<file path="config.mk">
export PLATFORM = sky130hd
export DESIGN_NAME = vga_bounce_box
export DESIGN_NICKNAME = d
export VERILOG_FILES = /design/src/rtl/vga_bounce_box.sv
export SDC_FILE = /design/constraint.sdc
export NUM_CORES = 1
export LEC_CHECK = 0
export BUFFER_PORTS_ARGS = -buffer_cell sky130_fd_sc_hd__buf_2
export CORE_ASPECT_RATIO = 0.75
export CORE_MARGIN = 4
export CORE_UTILIZATION = 55
export DETAILED_ROUTE_END_ITERATION = 12
export PLACE_DENSITY = 0.78
export SLEW_MARGIN = 5
export SYNTH_ARGS = -nofsm -noshare
export SYNTH_HDL_FRONTEND = slang
export SYNTH_SLANG_ARGS = --single-unit
export TNS_END_PERCENT = 1
</file>
<file path="constraint.sdc">
create_clock -name i_pixclock -period 2.36 [get_ports i_pixclock]
set_clock_uncertainty 0.15 [all_clocks]
set_input_delay 0.354 -clock i_pixclock [delete_from_list [all_inputs] [get_ports i_pixclock]]
set_output_delay 0.354 -clock i_pixclock [all_outputs]
set_load 0.02 [all_outputs]
</file>
<file path="src/rtl/vga_bounce_box.sv">
// vga_bounce_box: draws a solid box on black that moves one pixel per frame
// in each axis, bounces off the screen edges and changes colour on every
// bounce. Colour and sync outputs share a 2-cycle pipeline so they stay aligned.
// Optional feature macro: BOUNCE_PAUSE_EN adds i_pause, which freezes motion
// while still letting o_frame pulse.
module vga_bounce_box #(
  parameter int HPIX  = 640,
  parameter int VPIX  = 480,
  parameter int BOX_W = 32,
  parameter int BOX_H = 32
) (
  input  logic        i_pixclock,
  input  logic        i_reset,
  input  logic [11:0] i_hcount,
  input  logic [11:0] i_vcount,
  input  logic        i_enable,
  input  logic        i_hsync,
  input  logic        i_vsync,
`ifdef BOUNCE_PAUSE_EN
  input  logic        i_pause,
`endif
  output logic        o_hsync,
  output logic        o_vsync,
  output logic        o_red,
  output logic        o_green,
  output logic        o_blue,
  output logic        o_frame
);

  localparam logic [11:0] X_MAX   = 12'(HPIX - BOX_W);
  localparam logic [11:0] Y_MAX   = 12'(VPIX - BOX_H);
  localparam logic [11:0] V_EVT   = 12'(VPIX);
  localparam logic [12:0] BOX_W13 = 13'(BOX_W);
  localparam logic [12:0] BOX_H13 = 13'(BOX_H);

  // Box state
  logic [11:0] x_q, x_d, y_q, y_d;
  logic        dx_q, dx_d, dy_q, dy_d;
  logic [2:0]  col_q, col_d;

  // Pipeline stage 1
  logic s1_inside_q, s1_inside_d;
  logic s1_hsync_q, s1_hsync_d;
  logic s1_vsync_q, s1_vsync_d;
  logic s1_event_q, s1_event_d;

  // Pipeline stage 2 (output registers)
  logic [2:0] rgb_q, rgb_d;
  logic       hsync_q, hsync_d;
  logic       vsync_q, vsync_d;
  logic       frame_q, frame_d;

  logic event_s, inside_s, pause_s, move_s, bounce_x_s, bounce_y_s;

`ifdef BOUNCE_PAUSE_EN
  assign pause_s = i_pause;
`else
  assign pause_s = 1'b0;
`endif

  // Decode the once-per-frame update event and the box hit test (13-bit bounds, no wrap)
  always_comb begin
    event_s  = (i_hcount == 12'd0) && (i_vcount == V_EVT);
    inside_s = ({1'b0, i_hcount} >= {1'b0, x_q}) &&
               ({1'b0, i_hcount} <  ({1'b0, x_q} + BOX_W13)) &&
               ({1'b0, i_vcount} >= {1'b0, y_q}) &&
               ({1'b0, i_vcount} <  ({1'b0, y_q} + BOX_H13));
  end

  // Next position, direction and colour; walls reverse direction and step back inward
  always_comb begin
    x_d        = x_q;
    y_d        = y_q;
    dx_d       = dx_q;
    dy_d       = dy_q;
    col_d      = col_q;
    bounce_x_s = 1'b0;
    bounce_y_s = 1'b0;
    move_s     = event_s & ~pause_s;
    if (move_s) begin
      if (dx_q) begin
        if (x_q == X_MAX) begin
          dx_d = 1'b0; x_d = x_q - 12'd1; bounce_x_s = 1'b1;
        end else begin
          x_d = x_q + 12'd1;
        end
      end else begin
        if (x_q == 12'd0) begin
          dx_d = 1'b1; x_d = 12'd1; bounce_x_s = 1'b1;
        end else begin
          x_d = x_q - 12'd1;
        end
      end
      if (dy_q) begin
        if (y_q == Y_MAX) begin
          dy_d = 1'b0; y_d = y_q - 12'd1; bounce_y_s = 1'b1;
        end else begin
          y_d = y_q + 12'd1;
        end
      end else begin
        if (y_q == 12'd0) begin
          dy_d = 1'b1; y_d = 12'd1; bounce_y_s = 1'b1;
        end else begin
          y_d = y_q - 12'd1;
        end
      end
      // A corner hit advances the colour only once; colour skips 0 (black)
      if (bounce_x_s || bounce_y_s) begin
        col_d = (col_q == 3'd7) ? 3'd1 : col_q + 3'd1;
      end else begin
        col_d = col_q;
      end
    end else begin
      move_s = 1'b0;
    end
  end

  // Two-stage pixel pipeline feeding the output pins
  always_comb begin
    s1_inside_d = inside_s & i_enable;
    s1_hsync_d  = i_hsync;
    s1_vsync_d  = i_vsync;
    s1_event_d  = event_s;
    rgb_d       = s1_inside_q ? col_q : 3'b000;
    hsync_d     = s1_hsync_q;
    vsync_d     = s1_vsync_q;
    frame_d     = s1_event_q;
  end

  // State and pipeline registers; syncs reset to their inactive (high) level
  always_ff @(posedge i_pixclock or posedge i_reset) begin
    if (i_reset) begin
      x_q         <= 12'd0;
      y_q         <= 12'd0;
      dx_q        <= 1'b1;
      dy_q        <= 1'b1;
      col_q       <= 3'b111;
      s1_inside_q <= 1'b0;
      s1_hsync_q  <= 1'b1;
      s1_vsync_q  <= 1'b1;
      s1_event_q  <= 1'b0;
      rgb_q       <= 3'b000;
      hsync_q     <= 1'b1;
      vsync_q     <= 1'b1;
      frame_q     <= 1'b0;
    end else begin
      x_q         <= x_d;
      y_q         <= y_d;
      dx_q        <= dx_d;
      dy_q        <= dy_d;
      col_q       <= col_d;
      s1_inside_q <= s1_inside_d;
      s1_hsync_q  <= s1_hsync_d;
      s1_vsync_q  <= s1_vsync_d;
      s1_event_q  <= s1_event_d;
      rgb_q       <= rgb_d;
      hsync_q     <= hsync_d;
      vsync_q     <= vsync_d;
      frame_q     <= frame_d;
    end
  end

  assign o_hsync = hsync_q;
  assign o_vsync = vsync_q;
  assign o_red   = rgb_q[2];
  assign o_green = rgb_q[1];
  assign o_blue  = rgb_q[0];
  assign o_frame = frame_q;

endmodule

</file>
### Word-level counts from Yosys, hierarchy flattened

Index checks and enable logic that the tools add are counted.

| storage, ports and cells | value |
|---|---|
| bits in registers | 39 |
| latch bits | 0 |
| RAM bits | 0 |
| bits in read-only memories | 0 |
| input port bits | 29 |
| logic and storage cells | 58 |
| memories | 0 |

| operators by class | value |
|---|---|
| $add $sub $neg | 7 |
| $mul | 0 |
| div/mod/pow operators | 0 |
| order comparisons | 4 |
| equality and inequality tests | 4 |
| shifts and indexed selects | 0 |
| mux-type cells | 20 |
| bitwise gates (word level) | 1 |
| reduce and logical (&&, ||, !) cells | 9 |

Operators with widths:

| kind | count |
|---|---|
| 12-bit two-way mux | 6 |
| 12-bit zero test | 3 |
| 12-bit by 6-bit adder with 13-bit output (second input constant) | 2 |
| 12-bit by 13-bit less-than comparator with 1-bit output | 2 |
| 12-bit by 1-bit adder with 12-bit output (second input constant) | 2 |
| 12-bit by 9-bit equality test with 1-bit output (second input constant) | 2 |
| 12-bit >= comparator | 2 |
| 12-bit by 1-bit subtractor with 12-bit output (second input constant) | 2 |
| 12-bit by 10-bit equality test with 1-bit output (second input constant) | 1 |
| 1-bit two-way mux | 12 |
| 3-bit two-way mux | 2 |
| 1-bit logical AND | 4 |
| 3-bit by 1-bit adder with 3-bit output (second input constant) | 1 |
| 3-bit equality test (second input constant) | 1 |
| 2-bit AND reduction | 1 |
| 1-bit bitwise AND | 1 |
| 1-bit logical OR | 1 |

### Longest topological paths before layout

Gate-level depths: netlist of the first run.

| depth | value |
|---|---|
| word-level depth | 6 |
| gate-level depth with buffers | 10 |

### Least setup slack after synthesis of the first run

No wires, ideal clock.

| timing | value |
|---|---|
| kind | reg-to-reg |
| start | register y_q[0] |
| end | register y_q[4] |
| library setup time | 0.125 ns |
| arrival | 2.149 ns |
| data required time | 2.085 ns |
| slack | -0.064 ns |
| cell stages (with the launch flop) | 8 |
| path buffers | 0 |
| clock period less this slack | 2.424 ns |
| cell sequence | dfrtp_1 -> inv_1 -> ha_1 -> or4b_1 -> o31ai_4 -> nand4_1 -> a21oi_1 -> mux2_2 |

| on the way | value |
|---|---|
| word-level cells in the longest chain between the ends | 3 |

RTL lines:

| what | RTL line | RTL |
|---|---|---|
| start: declaration | 37 | `logic [11:0] x_q, x_d, y_q, y_d;` |
| start signal: assignment | 148 | `y_q <= y_d;` |
| 12-bit by 1-bit subtractor with 12-bit output (tied with other cells) | 96, 104 |  |
| 12-bit two-way mux (on tied branches) | 101, 95 |  |
| 12-bit two-way mux (*) | 94 | `if (dy_q) begin` |

Every way passes the cells marked *; elsewhere a longest branch is shown, timed or not.
A chain may end at the register's enable or synchronous reset.

### Worst setup path after layout of the first run

| timing | value |
|---|---|
| start | register y_q[0] |
| end | register y_q[5] |

Same word-level chain as after synthesis.

==> results.sh, run 1 <==
export IMPL_status="finished, final reports clean"
export IMPL_synth_edf_count=0
export IMPL_synth_area_leaders="dfrtp_1, ha_1, dfstp_2"
export IMPL_drive_gt1_frac=0.307
export IMPL_dp_hpwl_um=8120
export IMPL_p_clk_frac=0.409
export IMPL_synth_top_area_frac=0.205
export IMPL_startpoint="y_q[0]"
export IMPL_die_y_um=78.7
export IMPL_seqPwrFrac=0.487
export IMPL_leakage_nw=2.08
export IMPL_worst_pin_slew_ns=0.534
export IMPL_relSlewSlack=0.641
export IMPL_gp_congestion=0.981
export IMPL_coreArea_mm2=0.00638
export IMPL_cts_buffers=5
export IMPL_ys_types=63
export IMPL_final_nets=596
export IMPL_fmax_mhz=424
export IMPL_syn_area_mm2=0.00366
export IMPL_clock_latency_ns=0.29
export IMPL_setup_violations=0
export IMPL_yosysTopAreaCell="dfrtp_1"
export IMPL_syn_area_per_cell_um2=8.58
export IMPL_drv_slew=0
export IMPL_ant_nets=0
export IMPL_r2r_setup_slack_ns=0.001
export IMPL_first_pass_iters=6
export IMPL_gr_usage_all_layers=0.273
export IMPL_cts_clk_slew_worst_paths_ns=0.08
export IMPL_viasPerCell=6.44
export IMPL_cts_tree="done"
export IMPL_powerDensity_mw_per_mm2=303
export IMPL_finalWirelength_um=10500
export IMPL_final_cell_count_no_fill=599
export IMPL_area_delta_synth_final_pct=24.8
export IMPL_routedWlPerCell_um=17.5
export IMPL_clock_path_buffers=2
export IMPL_rsz0062_at_grt="true"
export IMPL_yosysMostFrequentCell="ha_1"
export IMPL_maxCapViolations=0
export IMPL_startpoint_type="flip-flop"
export IMPL_min_period_over_period=1.00
export IMPL_final_hold_viol_count=0
export IMPL_syn_inst=427
export IMPL_pwr_share_comb=0.104
export IMPL_die_area_mm2=0.00804
export IMPL_synth_ff_type="dfrtp_1"
export IMPL_antenna_found_initial=0
export IMPL_drtIter0Drc=467
export IMPL_dpl_cell_count=583
export IMPL_grt_max_degree=40
export IMPL_grt_pass1_vias=3656
export IMPL_cts_sinks=39
export IMPL_placementRows=25
export IMPL_critPathKind="reg2reg"
export IMPL_ys_warn_count=0
export IMPL_hold_path_class="in2async"
export IMPL_worst_path_max_fanout=4
export IMPL_crit_required_ns=2.39
export IMPL_io_pins=35
export IMPL_ys_seq_area_frac=0.269
export IMPL_drc=0
export IMPL_ir_drop_mv=0.247
export IMPL_ys_ff_latch=39
export IMPL_intPower_mw=1.06
export IMPL_htree_levels=2
export IMPL_die_w_um=102
export IMPL_grt_pass1_wl_um=17600
export IMPL_layout_min_cycle_time_ns=2.36
export IMPL_endpoint_kind="flip-flop"
export IMPL_syn_nets=506
export IMPL_root_buffer="clkbuf_8"
export IMPL_gr_total_overflow=0
export IMPL_synth_async_reset_ratio=1.00
export IMPL_swShare=0.238
export IMPL_routed_via_count=3859
export IMPL_netlist_top_cells_count="ha_1, inv_1, dfrtp_1, nor2_1, nand3_1"
export IMPL_cp_arrival_ns=2.38
export IMPL_start_util=0.574
export IMPL_p_total_mw=1.39
export IMPL_n_antenna_cell=0
export IMPL_r2r_start="y_q[0]"
export IMPL_portBuffers=34
export IMPL_p_switching_uw=330
export IMPL_fillCellCount=508
placed cells by master, fill, tap and decap left out, types with 6 or more instances in the layout:
cell     count
or4_1        8
nor4_1      13
a21oi_1     17
mux2_2       8
o21ai_0     19
nand3_1     20
and3_1       6
nor2_1      22
ha_1        47
xnor2_1     11
nand2_1     18
buf_2       34
dfrtp_1     25
buf_4       68
a31oi_1      6
inv_1       31
nor3_1      20
dfstp_2      9
nand4_1     15
a21o_1      11
metal layers:
metal / share of wire / up-vias / global-route usage / routed length, um
met1: 0.47 / 1804 / 0.420 / 4950
met5: 0 / - / 0 / 0
li1: - / 1803 / - / -
met4: 0.019 / 0 / 0.0564 / 204
met3: 0.10 / 33 / 0.0400 / 1050
met2: 0.41 / 219 / 0.400 / 4290
final timing paths:
check,to,cells past startpoint
max,y_q[5],7
min,rgb_q[0],3
max reg2reg,y_q[5],7
min reg2reg,o_frame,0
max in group asynchronous,y_q[5],3
min in group i_pixclock,o_frame,0
cell families after synthesis:
family | after synthesis | synth area share
adder cells (fa/ha/maj) | 50 | 0.171
buffers and inverters | 56 | 0.0628
multiplexers | 11 | 0.0328
AND/OR/NAND/NOR | 157 | 0.241
flip-flops | 39 | 0.269
AO/OA/AOI/OAI | 101 | 0.192
XOR/XNOR | 13 | 0.0311
through the flow:
step | worst slack [ns] | util | hold WS [ns] | setup TNS, ns | instance area, um2
6_report | 0.00108 | 0.717 | 0.0223 | 0 | 4570
5_1_grt | -0.0679 | 0.717 | 0.0722 | -0.263 | 4570
4_1_cts | 0.000410 | 0.708 | 0.0358 | 0 | 4520
3_5_place_dp | -0.104 | 0.675 | 0.186 | -0.231 | 4310
3_3_place_gp | -0.0214 | 0.675 | 0.183 | -0.0214 | 4310
2_1_floorplan | -0.00603 | - | 0.181 | -0.0111 | 3670
state kept, by name, indices dropped and copies added, names as in the netlist:
| signal | cells |
|---|---|
| col_q | 3 |
| dy_q | 1 |
| y_q | 12 |
| rgb_q | 3 |
| o_frame | 1 |
| dx_q | 1 |
| hsync_d | 1 |
| frame_d | 1 |
| o_hsync | 1 |
| o_vsync | 1 |
| s1_inside_q | 1 |
| s1_vsync_q | 1 |
| x_q | 12 |
area by class of cell:
type / count / area (um2) / area share
multi-input cells: 332 / 2530 / 0.554
flip-flops and latches: 39 / 993 / 0.217
repair buffers: 104 / 701 / 0.153
inverters: 35 / 131 / 0.0287
well taps: 81 / 101 / 0.0222
clock buffers: 5 / 68.8 / 0.0150
clock inverters: 3 / 43.8 / 0.00958
timing repair:
| action | 4_1_cts | 5_1_grt |
|---|---|---|
| pin swaps | 10 | 5 |
| gates resized for setup | 11 | 15 |
| gates cloned | 0 | 0 |
| hold endpoints to repair | 2 | 0 |
| buffers inserted | 5 | 1 |
| hold buffers | 2 | 0 |
| endpoints found under the setup margin | 3 | 14 |
worst max-delay path: stages, from the launching register on:
cell and delay [ns]:
dfrtp_1 0.40, inv_2 0.06, ha_1 0.14, or4b_4 0.51
o31ai_4 0.31, nand3_1 0.15, a21oi_2 0.18, mux2_2 0.34
power by group through the flow:
stage	Sequential (mW)	Combinational [mW]	Clock [mW]
final	0.676	0.144	0.567
after global routing	0.677	0.165	0.605
after CTS	0.676	0.142	0.574
after detailed placement	0.689	0.136	0
after global placement	0.688	0.131	0
after floorplan	0.691	0.0745	0
Note: power is estimated with default switching activity, not from simulation.
==> run 2, diff against run 1 <==
RECOVER_POWER = 25   (was not set)
==> run 2 against run 1 <==
  * The run now ends with setup timing left
  * Setup slack lost 0.0018 ns
  * Final cell count unchanged
  * Cell area is essentially flat
  * Sequential share of layout area hardly changed
  * Flip-flop and latch count did not move
  * Routed wire length shrank 0.19%
  * Combinational power about the same
  * Total power fell by 0.15%
  * Clock power about the same
  * Critical path type unchanged
  * Largest cell class unchanged
==> results.sh, run 2 (same netlist as run 1, synthesis figures left out) <==
export IMPL_ir_drop_mv=0.246
export IMPL_powerDensity_mw_per_mm2=303
export IMPL_n_antenna_cell=0
export IMPL_min_period_over_period=1.00
export IMPL_io_pins=35
export IMPL_worst_path_max_fanout=5
export IMPL_reg2reg_to="y_q[8]"
export IMPL_maxCapViolations=0
export IMPL_portBuffers=34
export IMPL_layout_common_cells="buf_4, ha_1, buf_2"
export IMPL_final_nets=596
export IMPL_swShare=0.237
export IMPL_drc=0
export IMPL_r2r_start="y_q[5]"
export IMPL_holdPathEnd="o_frame"
export IMPL_coreArea_mm2=0.00638
export IMPL_die_y_um=78.7
export IMPL_endpoint_kind="flip-flop"
export IMPL_violations="setup timing"
export IMPL_crit_required_ns=2.39
export IMPL_die_area_mm2=0.00804
export IMPL_htree_levels=2
export IMPL_grt_pass1_wl_um=17600
export IMPL_cp_arrival_ns=2.39
export IMPL_grt_max_degree=40
export IMPL_seqPwrFrac=0.488
export IMPL_intPower_mw=1.06
export IMPL_grt_pass1_vias=3656
export IMPL_p_switching_uw=329
export IMPL_placed_area_mm2=0.00431
export IMPL_fillCellCount=509
export IMPL_fin_setup_tns_ns=-0.000679
export IMPL_gr_usage_all_layers=0.273
export IMPL_start_util=0.574
export IMPL_clock_latency_ns=0.29
export IMPL_layout_min_cycle_time_ns=2.36
export IMPL_leakage_nw=2.08
export IMPL_relSlewSlack=0.343
export IMPL_first_pass_iters=5
export IMPL_r2r_setup_slack_ns=-0.0007
export IMPL_ant_nets=0
export IMPL_cts_clk_slew_worst_paths_ns=0.08
export IMPL_reg2reg_depth=8
export IMPL_cts_tree="done"
export IMPL_final_area_mm2=0.00457
export IMPL_multi_input_area_mm2=0.00253
export IMPL_final_common_cell="buf_4"
export IMPL_status="complete, but fails checks"
export IMPL_p_total_mw=1.39
export IMPL_timing_final_ws_setup_ns=-0.000679
export IMPL_seq_area_um2=993
export IMPL_final_hold_viol_count=0
export IMPL_rsz0062_at_grt="true"
export IMPL_gr_total_overflow=0
export IMPL_worst_pin_slew_ns=0.985
export IMPL_whs_path_depth=0
export IMPL_routed_via_count=3837
export IMPL_cts_buffers=5
export IMPL_drv_slew=0
export IMPL_hold_path_class="reg2reg"
export IMPL_placementRows=25
export IMPL_holdWs_ns=0.201
export IMPL_dp_hpwl_um=8120
export IMPL_die_w_um=102
export IMPL_area_delta_synth_final_pct=24.8
export IMPL_drtIter0Drc=470
export IMPL_finalWirelength_um=10500
export IMPL_p_clk_frac=0.409
export IMPL_pwr_share_comb=0.104
export IMPL_gp_congestion=0.981
export IMPL_cts_sinks=39
export IMPL_drive_gt1_frac=0.307
export IMPL_antenna_found_initial=0
export IMPL_viasPerCell=6.41
export IMPL_routedWlPerCell_um=17.5
export IMPL_critPathKind="reg2reg"
export IMPL_startpoint_type="flip-flop"
export IMPL_root_buffer="clkbuf_8"
export IMPL_top_regs="x_q x12, y_q x12"
export IMPL_fmax_mhz=424
export IMPL_clock_path_buffers=2
export IMPL_hold_start="frame_d"
export IMPL_setup_violations=1
## run 2: cell types whose count changed in the layout (fill, tap and decap cells not counted), sizes merged
cell	before	now
buf	102	101
clkbuf	5	6
## run 2: per-stage QoR
| stage | instances | worst slack (ns) | util |
|---|---|---|---|
| after floorplan | 427 | -0.00603 | - |
| after global placement | 583 | -0.0214 | 0.675 |
| after detailed placement | 583 | -0.104 | 0.675 |
| after CTS | 598 | 0.000410 | 0.708 |
| after global routing | 599 | -0.0679 | 0.716 |
| final | 599 | -0.000679 | 0.716 |
## run 2: layer usage
| layer | wire [um] | vias to the layer above | GRT usage |
|---|---|---|---|
| li1 | - | 1802 | - |
| met1 | 4940 | 1787 | 0.420 |
| met2 | 4310 | 226 | 0.400 |
| met3 | 1080 | 22 | 0.0400 |
| met4 | 150 | 0 | 0.0564 |
| met5 | 0 | - | 0 |
## run 2: worst max-delay path: stages, from the launching register on
cell,delay (ns)
dfrtp_2,0.43
buf_4,0.16
buf_4,0.14
nor4_2,0.36
a31oi_1,0.14
a211o_1,0.27
buf_4,0.17
and3_1,0.16
a211o_1,0.27
## run 2: power by group through the flow
stage | clock network (mW) | registers [mW] | logic (mW)
after global routing | 0.605 | 0.677 | 0.164
after floorplan | 0 | 0.691 | 0.0745
after global placement | 0 | 0.688 | 0.131
after detailed placement | 0 | 0.689 | 0.136
after CTS | 0.574 | 0.676 | 0.142
final | 0.566 | 0.676 | 0.143
## run 2: what timing repair did
action                                 4_1_cts  5_1_grt
setup endpoints to repair                    3       14
resized for setup                           11       15
pin swaps                                   10        5
endpoints found under the hold margin        2        0
hold buffers                                 2        0
setup buffers                                5        1
## run 2: final cells by class
| cell class | instances | area share |
|---|---|---|
| Clock inverter | 3 | 0.00958 |
| Clock buffer | 5 | 0.0151 |
| Timing Repair Buffer | 104 | 0.153 |
| Multi-Input combinational cell | 332 | 0.554 |
| Sequential cell | 39 | 0.217 |
| Inverter | 35 | 0.0287 |
| Tap cell | 81 | 0.0222 |
## run 2: worst max-delay path by stage
stage,startpoint,endpoint,slack [ns],depth (start not counted)
2_1_floorplan,y_q[0],y_q[5],-0.006,7
4_1_cts,y_q[5],y_q[5],0.0004,6
3_3_place_gp,y_q[5],s1_inside_q,-0.02,9
3_5_place_dp,y_q[5],s1_inside_q,-0.10,9
6_report,y_q[5],y_q[8],-0.0007,8
5_1_grt,y_q[0],y_q[5],-0.07,7
